==> config.mk <==
export PLATFORM = sky130hd
export DESIGN_NAME = hazard_stall_ctrl
export DESIGN_NICKNAME = d
export VERILOG_FILES = /design/src/rtl/hazard_stall_ctrl.sv
export SDC_FILE = /design/constraint.sdc
export NUM_CORES = 1
export LEC_CHECK = 0
export BUFFER_PORTS_ARGS = -buffer_cell sky130_fd_sc_hd__buf_2
export CAP_MARGIN = 20
export CORE_MARGIN = 2
export CORE_UTILIZATION = 35
export DETAILED_ROUTE_END_ITERATION = 8
export HOLD_SLACK_MARGIN = 0.08
export PLACE_DENSITY = 0.55
export SLEW_MARGIN = 20
export SYNTH_ARGS = -nofsm -noshare
export SYNTH_HDL_FRONTEND = slang
export SYNTH_SLANG_ARGS = --single-unit
==> constraint.sdc <==
create_clock -name clk -period 3.88 [get_ports clk]
set_input_delay 0.97 -clock clk [delete_from_list [all_inputs] [get_ports clk]]
set_output_delay 0.97 -clock clk [all_outputs]
set_load 0.03 [all_outputs]
==> src/rtl/hazard_stall_ctrl.sv <==
// rtl/hazard_stall_ctrl.sv - stall/flush controller with Tnew scoreboard and mult/div busy tracking
module hazard_stall_ctrl #(
    parameter int MULT_CYCLES = 5,
    parameter int DIV_CYCLES  = 10,
    parameter int CNT_W       = 4
) (
    input  logic       clk,
    input  logic       reset,
    input  logic [4:0] D_rs,
    input  logic [4:0] D_rt,
    input  logic       D_rs_used,
    input  logic       D_rt_used,
    input  logic [1:0] D_tuse_rs,
    input  logic [1:0] D_tuse_rt,
    input  logic [4:0] D_dst,
    input  logic [1:0] D_tnew,
    input  logic [1:0] D_md_start,
    input  logic       D_md_use,
    output logic       F_stall,
    output logic       D_stall,
    output logic       DE_flush,
    output logic       md_busy
);

    localparam logic [1:0] MD_NONE = 2'b00;
    localparam logic [1:0] MD_MULT = 2'b01;
    localparam logic [1:0] MD_DIV  = 2'b10;

    // Scoreboard slots: destination register and remaining cycles until forwardable
    logic [4:0] e_dst_q, e_dst_d;
    logic [1:0] e_tnew_q, e_tnew_d;
    logic [4:0] m_dst_q, m_dst_d;
    logic [1:0] m_tnew_q, m_tnew_d;
    logic [4:0] w_dst_q, w_dst_d;
    logic [1:0] w_tnew_q, w_tnew_d;

    logic [CNT_W-1:0] busy_cnt_q, busy_cnt_d;

    logic hz_rs;
    logic hz_rt;
    logic hz_md;
    logic stall;

    // The W slot has no consumer in the stall equations; it only mirrors
    // the pipeline for debug visibility.
    logic [6:0] w_slot_unused;
    assign w_slot_unused = {w_dst_q, w_tnew_q};

    function automatic logic [1:0] sat_dec(input logic [1:0] x);
        sat_dec = (x == 2'd0) ? 2'd0 : x - 2'd1;
    endfunction

    // Data and HI/LO hazard detection against the E and M slots
    always_comb begin
        hz_rs = D_rs_used && (D_rs != 5'd0) &&
                (((e_dst_q == D_rs) && (e_tnew_q > D_tuse_rs)) ||
                 ((m_dst_q == D_rs) && (m_tnew_q > D_tuse_rs)));
        hz_rt = D_rt_used && (D_rt != 5'd0) &&
                (((e_dst_q == D_rt) && (e_tnew_q > D_tuse_rt)) ||
                 ((m_dst_q == D_rt) && (m_tnew_q > D_tuse_rt)));
        hz_md = D_md_use && (busy_cnt_q != '0);
        stall = hz_rs || hz_rt || hz_md;
    end

    assign F_stall  = stall;
    assign D_stall  = stall;
    assign DE_flush = stall;
    assign md_busy  = (busy_cnt_q != '0);

    // Scoreboard advance: a stalled D enters E as a bubble
    always_comb begin
        e_dst_d  = stall ? 5'd0 : D_dst;
        e_tnew_d = stall ? 2'd0 : D_tnew;
        m_dst_d  = e_dst_q;
        m_tnew_d = sat_dec(e_tnew_q);
        w_dst_d  = m_dst_q;
        w_tnew_d = sat_dec(m_tnew_q);
    end

    // Busy counter: load only when the mult/div actually moves into E
    always_comb begin
        busy_cnt_d = busy_cnt_q;
        if (!stall && (D_md_start == MD_MULT)) begin
            busy_cnt_d = CNT_W'(MULT_CYCLES);
        end else if (!stall && (D_md_start == MD_DIV)) begin
            busy_cnt_d = CNT_W'(DIV_CYCLES);
        end else if (busy_cnt_q != '0) begin
            busy_cnt_d = busy_cnt_q - CNT_W'(1);
        end
    end

    // State registers, cleared asynchronously so a reset aborts any stall at once
    always_ff @(posedge clk or negedge reset) begin
        if (!reset) begin
            e_dst_q    <= 5'd0;
            e_tnew_q   <= 2'd0;
            m_dst_q    <= 5'd0;
            m_tnew_q   <= 2'd0;
            w_dst_q    <= 5'd0;
            w_tnew_q   <= 2'd0;
            busy_cnt_q <= '0;
        end else begin
            e_dst_q    <= e_dst_d;
            e_tnew_q   <= e_tnew_d;
            m_dst_q    <= m_dst_d;
            m_tnew_q   <= m_tnew_d;
            w_dst_q    <= w_dst_d;
            w_tnew_q   <= w_tnew_d;
            busy_cnt_q <= busy_cnt_d;
        end
    end

    logic md_none_unused;
    assign md_none_unused = (D_md_start == MD_NONE);

endmodule

==> impl_metrics.json <==
{
  "cts-buffers-inserted": 3,
  "timing.critical_path.depth": 10,
  "floorplan.rows": 20,
  "p_leak_nw": 0.670,
  "postSynthNetCount": 152,
  "cp_max_fo": 8,
  "drt_iter0_drc": 17,
  "drive_gt1_share_pct": 27.9,
  "number_of_global_route_vias_before_repair": 897,
  "timing.max_cap.violations": 0,
  "detailed_place.area_sq_um": 1360,
  "cts_root_buffer": "clkbuf_4",
  "worst_setup_hold_path_clk_slew_ps": 100,
  "core_area_sq_um": 3100,
  "max-slew-margin-rel_pct": 71.2,
  "total_power_uw": 624,
  "clock_latency_ps": 280,
  "worst_path_largest_cell_delay_ps": 330,
  "critPathRequiredTime_ps": 2910,
  "final_min_period_over_clock_period_pct": 94.2,
  "route.detailed.drc": 0,
  "wp_buf_inv": 4,
  "wire_length_of_the_first_global_routing_pass_um": 3900,
  "setup_slack_of_the_worst_register_to_register_path_ps": 1700,
  "max_freq_mhz": 273,
  "timing_max_transition_violations_final": 0,
  "area_growth_pct": 20.0,
  "cp-start-kind": "input pin",
  "post_synthesis_instance_area_sq_um": 1160,
  "register_area_sq_um": 450,
  "design.final.nets": 186,
  "status": "completed",
  "globalRouteTotalUtil_pct": 14.2,
  "critPathSlowestCell": "nor3_4",
  "cts_tree": "yes",
  "grt_start_max_net_pins": 19,
  "cp-startpoint": "D_tuse_rt[1]",
  "postLayoutCoreUtil_pct": 44.8,
  "hold_viol": 0,
  "initial_utilization_pct": 37.4,
  "irDropWorstVdd_v": 0.000253,
  "die_width_um": 61.6,
  "port-buffer-count": 31,
  "post_drt_via_cell_ratio": 4.69,
  "detailroute.via_count": 896,
  "n_fill_cell": 326,
  "power.density_cell_area_nw_per_um2": 449,
  "cp_top_family": "simple AND/OR/NAND/NOR gates",
  "fin_skew_ps": 1.82,
  "finalCriticalPeriod_ps": 3660,
  "fin_area_sq_um": 1390,
  "crit_chain": "buf_2, inv_1, ha_1, nor2b_1, o2111ai_1, nor4_1, o221a_2, nor3_4, inv_2, buf_2",
  "timing.hold.worst.class": "reg2reg",
  "critPathArrivalTime_ps": 2690,
  "ioPinCount": 32,
  "syn_inst": 114,
  "synth_seq_area_share_pct": 38.8,
  "multiInputGateArea_sq_um": 649,
  "tightest_slew_ps": 429,
  "syn-mean-instance-area_sq_um": 10.2,
  "setup_repair_after_global_routing_missed_its_margin": "no",
  "yosysWarnings": 0,
  "globalRouteOverflowTotal": 0,
  "pre_cts_ws_ps": 221,
  "die_height_um": 61.6,
  "finalSetupViolCount": 0,
  "sort_of_element_at_the_end_of_the_critical_path": "output port",
  "rr_endpoint": "busy_cnt_q[3]$_DFFE_PN0P_",
  "die_area_sq_um": 3790,
  "detailedPlacementHpwl_um": 1980,
  "clock_tree.buffer_depth": 2,
  "post_synthesis_sequential_element_count": 18,
  "post_drt_wl_per_cell_um": 12.3,
  "sinks_on_clock_net": 18,
  "wl_um": 2350,
  "worst_r2r_startpoint": "m_tnew_q[1]$_DFF_PN0_",
  "post-cts-setup-buffers": 0,
  "crit_type": "in2out",
  "worst_r2r_path_depth": 8,
  "ys_types": 27,
  "ctsResizeCount": 0,
  "critical-path-top-cell-by-count": "buf_2",
  "crit_path_end": "DE_flush",
  "detailedRoute.firstPassIterationCount": 3,
  "ant_nets": 0,
  "worstHoldPathCells": 1,
  "post_cts_hold_buffer_count": 0,
  "worst_slack_ps": 223,
  "tns_ps": 0,
  "globalplace.congestion": 0.723,
  "ctsHtreeMaxLevel": 1,
  "number_of_antenna_violations_at_the_first_check_in_global_routing": 0,
  "antenna_cells": 0
}
## per-layer routing
| metal | wire length, um | track usage [%] |
|---|---|---|
| met5 | 0 | 0 |
| met4 | 20 | 5.47 |
| met3 | 96 | 1.26 |
| met2 | 1140 | 25.6 |
| met1 | 1090 | 17.4 |
## worst register-to-register path, cell delays in order, from the launching register on
cell       delay (ps)
dfrtp_1           410
ha_1              290
nor2b_1           130
o2111ai_1         160
nor4_1             80
o221a_2           280
nor3_4            330
inv_2             120
a211o_1           280
## worst min-delay path by stage
stage	from	to	slack, ps
after CTS	e_tnew_q[0]$_DFF_PN0_	m_tnew_q[0]$_DFF_PN0_	450
after floorplan	e_dst_q[1]$_DFF_PN0_	m_dst_q[1]$_DFF_PN0_	410
after detailed placement	e_tnew_q[0]$_DFF_PN0_	m_tnew_q[0]$_DFF_PN0_	440
after global placement	e_tnew_q[0]$_DFF_PN0_	m_tnew_q[0]$_DFF_PN0_	440
final	e_tnew_q[0]$_DFF_PN0_	m_tnew_q[0]$_DFF_PN0_	440
after global routing	e_tnew_q[0]$_DFF_PN0_	m_tnew_q[0]$_DFF_PN0_	480
## flip-flops by register name, indices dropped and copies added (netlist names)
| signal | count |
|---|---|
| busy_cnt_q | 4 |
| e_dst_q | 5 |
| e_tnew_q | 2 |
| m_dst_q | 5 |
| m_tnew_q | 2 |
## kinds of logic (layout without fill, tap and decap cells)
family | count (synthesis) | after routing | share of synthesized area, %
buffers and inverters | 14 | 47 | 5.18
multiplexers | 1 | 1 | 0.971
AND/OR/NAND/NOR | 34 | 34 | 17.8
AO/OA/AOI/OAI | 15 | 15 | 9.82
XOR/XNOR | 22 | 22 | 16.6
flip-flops | 18 | 18 | 38.8
adder cells (fa/ha/maj) | 10 | 10 | 10.8
## cells in the mapped netlist, drive strengths merged
cell     number  area share [%]
a21oi         3             1.3
ha           10              11
xnor2        14              11
nor3          3             2.3
o2111ai       1            0.76
mux2          1            0.97
xor2          8             6.0
nand2         7             2.3
o21ai         1            0.43
nor2          2            0.65
or4           2             1.3
a211o         2             1.5
nor2b         2             1.1
buf           2             1.3
a22oi         1            0.65
and2         10             5.4
o221a         2             1.9
nand4         3             1.6
nor4          4             2.7
a21boi        3             1.9
nand2b        1            0.54
inv          12             3.9
dfrtp        18              39
a211oi        2             1.3
## layout by cell type (no fill, tap or decap), types with 3 or more instances in the layout
| cell | n |
|---|---|
| inv_1 | 11 |
| dfrtp_1 | 18 |
| and2_1 | 10 |
| xor2_1 | 8 |
| nor4_1 | 3 |
| a21boi_0 | 3 |
| clkbuf_4 | 3 |
| a21oi_1 | 3 |
| nand2_1 | 7 |
| nand4_1 | 3 |
| xnor2_1 | 14 |
| buf_2 | 31 |
| ha_1 | 10 |
## power by group
part	total, mW	internal [mW]	switching [mW]
logic	0.256	0.122	0.134
registers	0.257	0.225	0.0321
clock network	0.111	0.0571	0.0541
total	0.624	0.404	0.220
## metrics by stage
stage,hold WS (ps),cells
after floorplan,409,114
after global placement,440,187
after detailed placement,440,187
after CTS,454,191
after global routing,478,191
final,445,191
## final cells by class
cell class,count,share of cell area (%)
Clock buffer,4,2.61
Inverter,12,3.24
Multi-Input combinational cell,82,46.7
Sequential cell,18,32.4
Tap cell,44,3.96
Timing Repair Buffer,31,11.2
No activity file was read; power rests on OpenSTA's default activity.
